<file path="config.mk">
export PLATFORM = sky130hd
export DESIGN_NAME = led_scheduler
export DESIGN_NICKNAME = d
export VERILOG_FILES = /design/src/rtl/led_sched_pkg.sv /design/src/rtl/tick_prescaler.sv /design/src/rtl/led_scheduler.sv
export SDC_FILE = /design/constraint.sdc
export NUM_CORES = 1
export LEC_CHECK = 0
export ABC_CLOCK_PERIOD_IN_PS = 2200
export CORE_ASPECT_RATIO = 0.5
export CORE_MARGIN = 2
export CORE_UTILIZATION = 56
export DETAILED_ROUTE_END_ITERATION = 8
export DONT_BUFFER_PORTS = 1
export PLACE_DENSITY = 0.75
export SYNTH_ARGS = -nofsm -noshare
export SYNTH_HDL_FRONTEND = slang
export SYNTH_HIERARCHICAL = 1
export SYNTH_SLANG_ARGS = --single-unit
</file>
<file path="constraint.sdc">
create_clock -name CLK -period 2.2 [get_ports CLK]
set_clock_uncertainty 0.05 [all_clocks]
set_input_delay 0.55 -clock CLK [delete_from_list [all_inputs] [get_ports CLK]]
set_output_delay 0.55 -clock CLK [all_outputs]
set_load 0.02 [all_outputs]
</file>
<file path="src/rtl/led_sched_pkg.sv">
// led_sched_pkg: state encoding, default sizing and a small index helper
// shared by led_scheduler and its bench.
package led_sched_pkg;

  localparam int NREQ_DEFAULT       = 4;
  localparam int PAT_W_DEFAULT      = 5;
  localparam int TICK_WIDTH_DEFAULT = 20;
  localparam int HOLD_TICKS_DEFAULT = 4;

  // Hold counter width covers the full 1..255 HOLD_TICKS range.
  localparam int HOLD_W = 8;

  typedef enum logic [1:0] {
    IDLE    = 2'd0,
    OWNED   = 2'd1,
    HANDOFF = 2'd2
  } sched_state_e;

  // Next requester index, wrapping modulo n (n need not be a power of two).
  function automatic int wrap_inc(input int idx, input int n);
    return (idx >= n - 1) ? 0 : idx + 1;
  endfunction

endpackage

</file>
<file path="src/rtl/tick_prescaler.sv">
// tick_prescaler: free-running TICK_WIDTH-bit counter; TICK is a registered
// one-cycle pulse in the cycle the count has just wrapped to zero.
module tick_prescaler #(
  parameter int TICK_WIDTH = 20
) (
  input  logic CLK,
  input  logic RST,
  output logic TICK
);

  logic [TICK_WIDTH-1:0] count_q;

  // NOTE: sequential state uses non-blocking (<=) so every register samples pre-edge values.
  always_ff @(posedge CLK) begin
    if (RST) begin
      count_q <= '0;
      TICK    <= 1'b0;
    end else begin
      count_q <= count_q + TICK_WIDTH'(1);
      TICK    <= &count_q;
    end
  end

endmodule

</file>
<file path="src/rtl/led_scheduler.sv">
// led_scheduler: round-robin ownership of a shared LED bank with tick-based
// minimum hold and preemption. Build option: LED_SCHEDULER_HEARTBEAT_EN.
module led_scheduler
  import led_sched_pkg::*;
#(
  parameter int NREQ       = NREQ_DEFAULT,
  parameter int PAT_W      = PAT_W_DEFAULT,
  parameter int TICK_WIDTH = TICK_WIDTH_DEFAULT,
  parameter int HOLD_TICKS = HOLD_TICKS_DEFAULT
) (
  input  logic                  CLK,
  input  logic                  RST,
  input  logic [NREQ-1:0]       REQ,
  input  logic [NREQ*PAT_W-1:0] PAT,
  output logic [NREQ-1:0]       GNT,
  output logic [PAT_W-1:0]      LED,
  output logic                  TICK,
  output logic                  BUSY
);

  localparam int IDX_W = (NREQ > 1) ? $clog2(NREQ) : 1;
  typedef logic [IDX_W-1:0] idx_t;

  sched_state_e      state_q, state_d;
  idx_t              owner_q, owner_d;
  idx_t              ptr_q, ptr_d;
  idx_t              owner_inc, scan_base, pick;
  logic              pick_found;
  logic [HOLD_W-1:0] hold_q, hold_d;
  logic [NREQ-1:0]   gnt_q, gnt_d;
  logic [NREQ-1:0]   pick_oh, owner_oh, others;
  logic [PAT_W-1:0]  led_q, led_d;
  logic [PAT_W-1:0]  owner_pat, idle_led;
  logic [PAT_W-1:0]  pat_arr [NREQ];
  logic              busy_q;
  logic              hold_full, owner_release, preempt;
  logic              tick;

  tick_prescaler #(
    .TICK_WIDTH (TICK_WIDTH)
  ) u_prescaler (
    .CLK  (CLK),
    .RST  (RST),
    .TICK (tick)
  );

  assign TICK = tick;
  assign GNT  = gnt_q;
  assign LED  = led_q;
  assign BUSY = busy_q;

  always_comb begin
    for (int k = 0; k < NREQ; k++) begin
      pat_arr[k] = PAT[k*PAT_W +: PAT_W];
    end
  end

  assign owner_pat = pat_arr[owner_q];
  assign owner_inc = idx_t'(wrap_inc(int'(owner_q), NREQ));

`ifdef LED_SCHEDULER_HEARTBEAT_EN
  logic hb_q;
  logic hb_d;

  assign hb_d = hb_q ^ tick;

  always_ff @(posedge CLK) begin
    if (RST) hb_q <= 1'b0;
    else     hb_q <= hb_d;
  end

  always_comb begin
    idle_led            = '0;
    idle_led[PAT_W-1]   = hb_d;
  end
`else
  assign idle_led = '0;
`endif

  // Round-robin scan: first set request at or above the base, then wrap below it.
  // HANDOFF scans from owner+1 so the pointer update and the new grant share one edge.
  // NOTE: every signal written in always_comb gets a default first so no latch is inferred.
  always_comb begin
    scan_base  = (state_q == HANDOFF) ? owner_inc : ptr_q;
    pick       = scan_base;
    pick_found = 1'b0;
    for (int k = 0; k < NREQ; k++) begin
      if (!pick_found && REQ[k] && (k >= int'(scan_base))) begin
        pick       = idx_t'(k);
        pick_found = 1'b1;
      end
    end
    for (int k = 0; k < NREQ; k++) begin
      if (!pick_found && REQ[k] && (k < int'(scan_base))) begin
        pick       = idx_t'(k);
        pick_found = 1'b1;
      end
    end
    pick_oh       = '0;
    pick_oh[pick] = 1'b1;
  end

  always_comb begin
    owner_oh          = '0;
    owner_oh[owner_q] = 1'b1;
    others            = REQ & ~owner_oh;
    owner_release     = !REQ[owner_q];
    hold_full         = (hold_q == HOLD_W'(HOLD_TICKS));
    preempt           = hold_full && (|others);
  end

  always_comb begin
    state_d = state_q;
    owner_d = owner_q;
    ptr_d   = ptr_q;
    hold_d  = hold_q;
    gnt_d   = gnt_q;

    case (state_q)
      IDLE: begin
        if (pick_found) begin
          state_d = OWNED;
          owner_d = pick;
          hold_d  = '0;
          gnt_d   = pick_oh;
        end
      end

      OWNED: begin
        if (tick && !hold_full) hold_d = hold_q + HOLD_W'(1);
        // Release is checked first, so a release coinciding with a tick is a release.
        if (owner_release || preempt) begin
          state_d = HANDOFF;
          gnt_d   = '0;
        end
      end

      HANDOFF: begin
        ptr_d = owner_inc;
        if (pick_found) begin
          state_d = OWNED;
          owner_d = pick;
          hold_d  = '0;
          gnt_d   = pick_oh;
        end else begin
          state_d = IDLE;
          gnt_d   = '0;
        end
      end

      default: begin
        state_d = IDLE;
        gnt_d   = '0;
      end
    endcase

    // The owner's pattern is shown only while ownership continues across the edge;
    // grant and handoff edges blank the bank for one cycle.
    if ((state_q == OWNED) && (state_d == OWNED)) led_d = owner_pat;
    else if (state_d == IDLE)                     led_d = idle_led;
    else                                          led_d = '0;
  end

  always_ff @(posedge CLK) begin
    if (RST) begin
      state_q <= IDLE;
      owner_q <= '0;
      ptr_q   <= '0;
      hold_q  <= '0;
      gnt_q   <= '0;
      led_q   <= '0;
      busy_q  <= 1'b0;
    end else begin
      state_q <= state_d;
      owner_q <= owner_d;
      ptr_q   <= ptr_d;
      hold_q  <= hold_d;
      gnt_q   <= gnt_d;
      led_q   <= led_d;
      busy_q  <= (state_d == OWNED);
    end
  end

endmodule

</file>
==> After elaboration in Yosys (flattened, before gate mapping) <==
Index checks and enable logic that the tools add are counted.
{ "word_totals": {"reg_bits": 45, "output_inout_bits": 11, "elab_cells": 107} }
{ "op_classes": {"mux": 36, "addsub": 3, "eq_ne": 8, "magnitude_cmp": 12, "bitwise_logic": 4, "reduce_logical": 35} }
{ "ops": {"columns": ["op", "count"], "rows": [
  ["2-bit 2-to-1 mux", 11],
  ["20-bit by 1-bit adder with 20-bit output, second input constant", 1],
  ["20-bit AND reduction", 1],
  ["1-bit logical AND", 17],
  ["8-bit 2-to-1 mux", 2],
  ["8-bit case mux with 2 select lines", 1],
  ["4-bit 2-to-1 mux", 3],
  ["4-bit case mux with 3 select lines", 1],
  ["1-bit 2-to-1 mux", 11],
  ["5-bit binary-select mux with 2-bit select", 1],
  ["5-bit 2-to-1 mux", 2],
  ["8-bit by 1-bit adder with 8-bit output, second input constant", 1],
  ["8-bit by 3-bit equality test with 1-bit output, second input constant", 1],
  ["1-bit zero test", 8],
  ["2-bit by 3-bit less-than comparator with 1-bit output, second input constant", 2],
  ["2-bit inequality test, second input constant", 3],
  ["2-bit case mux with 3 select lines", 1],
  ["4-bit bitwise AND", 1],
  ["1-bit demux with 2-bit select", 2],
  ["2-bit by 1-bit equality test with 1-bit output, second input constant", 2],
  ["1-bit by 2-bit >= comparator with 1-bit output, first input constant", 2],
  ["2-bit by 1-bit >= comparator with 1-bit output, second input constant", 2],
  ["1-bit by 2-bit less-than comparator with 1-bit output, first input constant", 2],
  ["4-bit NOT", 1],
  ["other kinds (17)", 19]
]} }

==> Logic depth before layout (Yosys ltp) <==
{ "depth": {"word_depth": 35, "mapped_depth": 9, "mapped_depth_nobuf": 8} }

==> Modules after synthesis <==
Netlist, hierarchy kept.
{ "by_module_without_submodules": {"columns": ["mod", "n_inst", "cells_per_inst", "seq_area_each_um2", "area_each_um2"], "rows": [
  ["led_scheduler", 1, 132, 480.5, 1320.0],
  ["tick_prescaler", 1, 103, 420.4, 922.1]
]} }

==> Worst setup path after synthesis <==
Ideal clock, no wire load.
{ "synth_path": {"kind": "register to register", "from": "reg owner_q[0]", "to": "reg gnt_q[0], in the netlist GNT[0]", "synth_period_minus_slack_ps": 2054, "stages_incl_launch_ff": 9, "path_buffers": 1, "arrival_ps": 1886, "setup_slack_ps": 146, "setup_time_ps": 117, "path_cell_list": "dfxtp_1 -> buf_6 -> inv_1 -> ha_1 -> mux2_4 -> a22o_1 -> o32ai_4 -> inv_2 -> a32o_1"} }
{ "synth_between": {"elab_chain_cells": 35, "word_cells_on_any_way": 66} }
{ "synth_lines": {"columns": ["element", "line", "text"], "rows": [
  ["start, declared", "led_scheduler.sv:25", "idx_t owner_q, owner_d;"],
  ["start signal, assigned", "led_scheduler.sv:175", "owner_q <= owner_d;"],
  ["2-bit by 1-bit adder with 2-bit output or 2-bit >= comparator (tied branches)", "led_sched_pkg.sv:21", "return (idx >= n - 1) ? 0 : idx + 1;"],
  ["2-bit 2-to-1 mux", "led_sched_pkg.sv:21", null],
  ["2-bit 2-to-1 mux", null, null],
  ["1-bit by 2-bit >= comparator with 1-bit output", "led_scheduler.sv:88", "if (!pick_found && REQ[k] && (k >= int'(scan_base))) begin"],
  ["1-bit logical AND", "led_scheduler.sv:88", null],
  ["1-bit 2-to-1 mux", "led_scheduler.sv:88", null],
  ["1-bit zero test", "led_scheduler.sv:88", null],
  ["1-bit logical AND (2 in a row)", "led_scheduler.sv:88", null],
  ["(+17 left out)", null, null],
  ["1-bit logical AND (2 in a row)", "led_scheduler.sv:94", "if (!pick_found && REQ[k] && (k < int'(scan_base))) begin"],
  ["2-bit 2-to-1 mux", "led_scheduler.sv:94", null],
  ["2-bit by 3-bit less-than comparator with 1-bit output (not written as such) or 2-bit by 1-bit >= comparator with 1-bit output (tied branches)", "led_scheduler.sv:100", "pick_oh[pick] = 1'b1;"],
  ["1-bit logical AND (not written as such)", "led_scheduler.sv:100", null],
  ["1-bit 2-to-1 mux (not written as such)", "led_scheduler.sv:100", null],
  ["1-bit demux with 2-bit select", "led_scheduler.sv:100", null],
  ["4-bit 2-to-1 mux, on equally long branches", "led_scheduler.sv:140, led_scheduler.sv:121", null],
  ["4-bit case mux with 3 select lines", "led_scheduler.sv:119", "case (state_q)"],
  ["end signal, assigned", "led_scheduler.sv:178", "gnt_q <= gnt_d;"],
  ["end, declared", "led_scheduler.sv:30", "logic [NREQ-1:0] gnt_q, gnt_d;"]
]} }
Several ways; a longest one is shown, not always the timed one. The select of a mux whose other input is x is not followed.
A chain may end at the register's enable or synchronous reset.

==> Final worst setup path <==
{ "layout_path": {"from": "reg hold_q[1]", "to": "reg gnt_q[3], in the netlist GNT[3]"} }
{ "layout_between": {"elab_chain_cells": 5} }
{ "layout_lines": {"columns": ["element", "line", "text"], "rows": [
  ["start, declared", "led_scheduler.sv:29", "logic [HOLD_W-1:0] hold_q, hold_d;"],
  ["start signal, assigned", "led_scheduler.sv:177", "hold_q <= hold_d;"],
  ["8-bit by 3-bit equality test with 1-bit output", "led_scheduler.sv:108", "hold_full = (hold_q == HOLD_W'(HOLD_TICKS));"],
  ["1-bit logical AND", "led_scheduler.sv:109", "preempt = hold_full && (|others);"],
  ["1-bit logical OR", "led_scheduler.sv:132", "if (owner_release || preempt) begin"],
  ["2-bit inequality test (no source line)", null, null],
  ["2-bit AND reduction (no source line)", null, null]
]} }
No other way between the ends.

==> out/qor.csv <==
stage;metric;value;unit
yosys;asr flop ratio synth;0;%
timing;Worst Tran Pin Value;0.536;ns
global_routing;GRT Total Usage;20.7;%
timing;pins over their slew limit;0;
clock_tree;clock-pin slew on the worst setup and hold paths;0.08;ns
clock_tree;H-tree depth;2;
clock_tree;clock root buffer;clkbuf_8;
yosys;most frequent cells after synthesis;dfxtp_1, nor2_1, a21oi_1;
clock_tree;Post-CTS Setup Repair Bufs;0;
worst_hold_path;worst hold start;RST;
placement;# placed instances;289;
setup_path;Worst Path Arrival;2.23;ns
yosys;synth top area cells;dfxtp_1, mux4_2, nor2_1;
yosys;Top FF cell, synth;dfxtp_1;
die;Die Span X;93.5;um
placement;gpl congestion;0.763;
drt;via/cell ratio;5.77;
drt;drt total wl;4.38;mm
pwr;Max VDD drop;0.256;mV
timing;crit share post-route;94.5;%
setup_path;critical path startpoint category;flip-flop;
drt;Avg WL per Cell;14.8;um
die;Top-Level Pins;37;
cells_and_area;Final Util;63.3;%
placement;I/O Buffers;0;
timing;Final Hold Fails;0;
die;Initial Util;58.0;%
timing;Tmin final;2.08;ns
global_routing;vias in the first global route;1691;
worst_hold_path;hold path cells;1;
yosys;Ys Warns;6;
yosys;post-synthesis cell count;235;
timing;RSZ-0062 raised after global routing;no;
cells_and_area;area delta synth->final;9.04;%
cells_and_area;layout cells sized above 1;16.0;%
yosys;register area share after synthesis;40.2;%
cells_and_area;diode count;0;
outcome;status;complete, no violations;
timing;TNS Setup;0;ns
setup_path;CP required;2.35;ns
setup_path;r2r startpoint;hold_q[1];
yosys;syn_area_per_cell;9.54;sq um
drt;DR vias;1713;
yosys;most numerous cell in the Yosys netlist;dfxtp_1;
die;Floorplan Core Area;3860;sq um
drt;DRC;0;
drt;1st-pass router iterations;4;
pwr;Pwr Density;682;nW/um^2
setup_path;crit path max fanout;8;
cells_and_area;Final #Nets;275;
yosys;area share of the largest cell type after synthesis;40.2;%
setup_path;crit path kind;reg2reg;
global_routing;first-pass GRT wire length;7.33;mm
timing;slew margin rel.;63.8;%
cells_and_area;Layout Cells excl Fill;297;
setup_path;capture point of the worst reg-to-reg path;GNT[3];
yosys;post-synth cell types;53;
clock_tree;worst-skew pair later-pin latency;0.30;ns
yosys;area leader, netlist;dfxtp_1;
global_routing;initial antenna violation count;0;
setup_path;FF-to-FF setup slack;0.12;ns
drt;post-route ant nets;0;
global_routing;largest net degree at the start of global routing;38;
die;die footprint;4560;sq um
timing;Max Clock Freq;481;MHz
placement;Post-DP HPWL;3.26;mm
timing;Setup Viol. Count Final;0;
worst_hold_path;Hold Path Sink;u_prescaler/count_q[19];
clock_tree;CTS tree;yes;
run;max_cap viols;0;
clock_tree;CTS Hold Bufs;0;
global_routing;grt ovf;0;
worst_hold_path;HP Class;in2reg;
clock_tree;clk sinks;45;
die;Rows;16;
clock_tree;Clock Tree Buf Depth;2;
die;Die Y;48.7;um
yosys;Post-synth EDFFs;0;
yosys;post-synthesis cell area;2240;sq um
clock_tree;CTS Buf Count;5;
setup_path;CP Capture Type;flip-flop;
yosys;flops & latches, synth;45;
drt;DR iter-0 viols;69;
yosys;Mapped Nets;268;
setup_path;R2R cell count;8;
pwr;Leak;0.893;nW
[kinds of logic (layout without fill, tap and decap cells)]
family,after synthesis,in the layout,share of synthesized area [%]
XOR/XNOR,14,14,5.47
multiplexers,12,12,9.21
AO/OA/AOI/OAI,40,40,13.1
adder cells (fa/ha/maj),7,7,3.91
AND/OR/NAND/NOR,101,101,25.1
buffers and inverters,16,24,3.07
flip-flops,45,45,40.2
[power breakdown]
group,switching [mW],internal (mW)
registers,0.0324,0.836
clock network,0.280,0.370
logic,0.0730,0.0754
total,0.386,1.28
[how the worst max path moves through the flow]
stage                           from        end  slack, ns  cells after the start
after floorplan           owner_q[0]     GNT[0]       0.15                      8
after CTS                 owner_q[0]     GNT[1]       0.15                      8
after detailed placement  owner_q[0]     GNT[2]       0.17                      8
after global routing       hold_q[0]  hold_q[6]      0.005                      8
after global placement     hold_q[0]     GNT[0]       0.27                      8
final                      hold_q[1]     GNT[3]       0.12                      8
[cells in the final DEF, fill, tap and decap left out, types with 3 or more instances in the layout]
cell,n
nor3_1,6
o21ai_0,10
xnor2_1,3
a21oi_1,13
clkbuf_8,6
xor2_1,11
and3_1,9
nand2b_1,6
nor2b_1,4
nand2_1,8
ha_1,7
or3_1,5
nor2_1,30
buf_4,6
mux4_2,6
nand3_1,11
inv_1,9
nand4_1,5
dfxtp_1,45
[worst max-delay path, stage by stage (launching register included)]
cell and delay, ns:
dfxtp_1 0.36, inv_1 0.09, ha_1 0.14, nor4b_1 0.45, and3_1 0.30, a21boi_4 0.10
mux2i_1 0.19, nor3_2 0.09, a32o_1 0.21
[metrics by stage]
stage | setup slack (ns) | area, sq um | hold WS (ns) | power [mW]
6_report | 0.121 | 2440 | 0.257 | 1.67
5_1_grt | 0.00538 | 2440 | 0.238 | 1.74
4_1_cts | 0.152 | 2440 | 0.243 | 1.68
3_5_place_dp | 0.166 | 2320 | 0.429 | 1.03
3_3_place_gp | 0.272 | 2320 | 0.406 | 1.03
2_1_floorplan | 0.146 | 2240 | 0.398 | 1.01
[state kept, by name, summed over array words and instances, names as in the netlist]
name and cells:
owner_q 2, LED 5, u_prescaler/TICK 1, GNT 4
u_prescaler/count_q 20, BUSY 1, ptr_q 2, hold_q 8
state_q 2
[what timing repair did]
action	in CTS	in global routing
gates resized for setup	0	1
endpoints found under the hold margin	0	0
endpoints found under the setup margin	0	4
[routing by layer]
layer | GRT usage [%] | vias to the layer above | routed length (um)
met1 | 23.6 | 810 | 1910
met3 | 6.23 | 8 | 242
met2 | 36.5 | 35 | 2160
li1 | - | 860 | -
met4 | 8.58 | 0 | 65
met5 | 0 | - | 0
[final cells by class]
cell class	count	area, sq um
timing repair buffer	6	45.0
inverter	10	37.5
clock inverter	1	30.0
fill	311	1420
tap	54	67.6
multi-input combinational	174	1280
sequential	45	901
clock buffer	7	86.3
No activity file was read; power rests on OpenSTA's default activity.
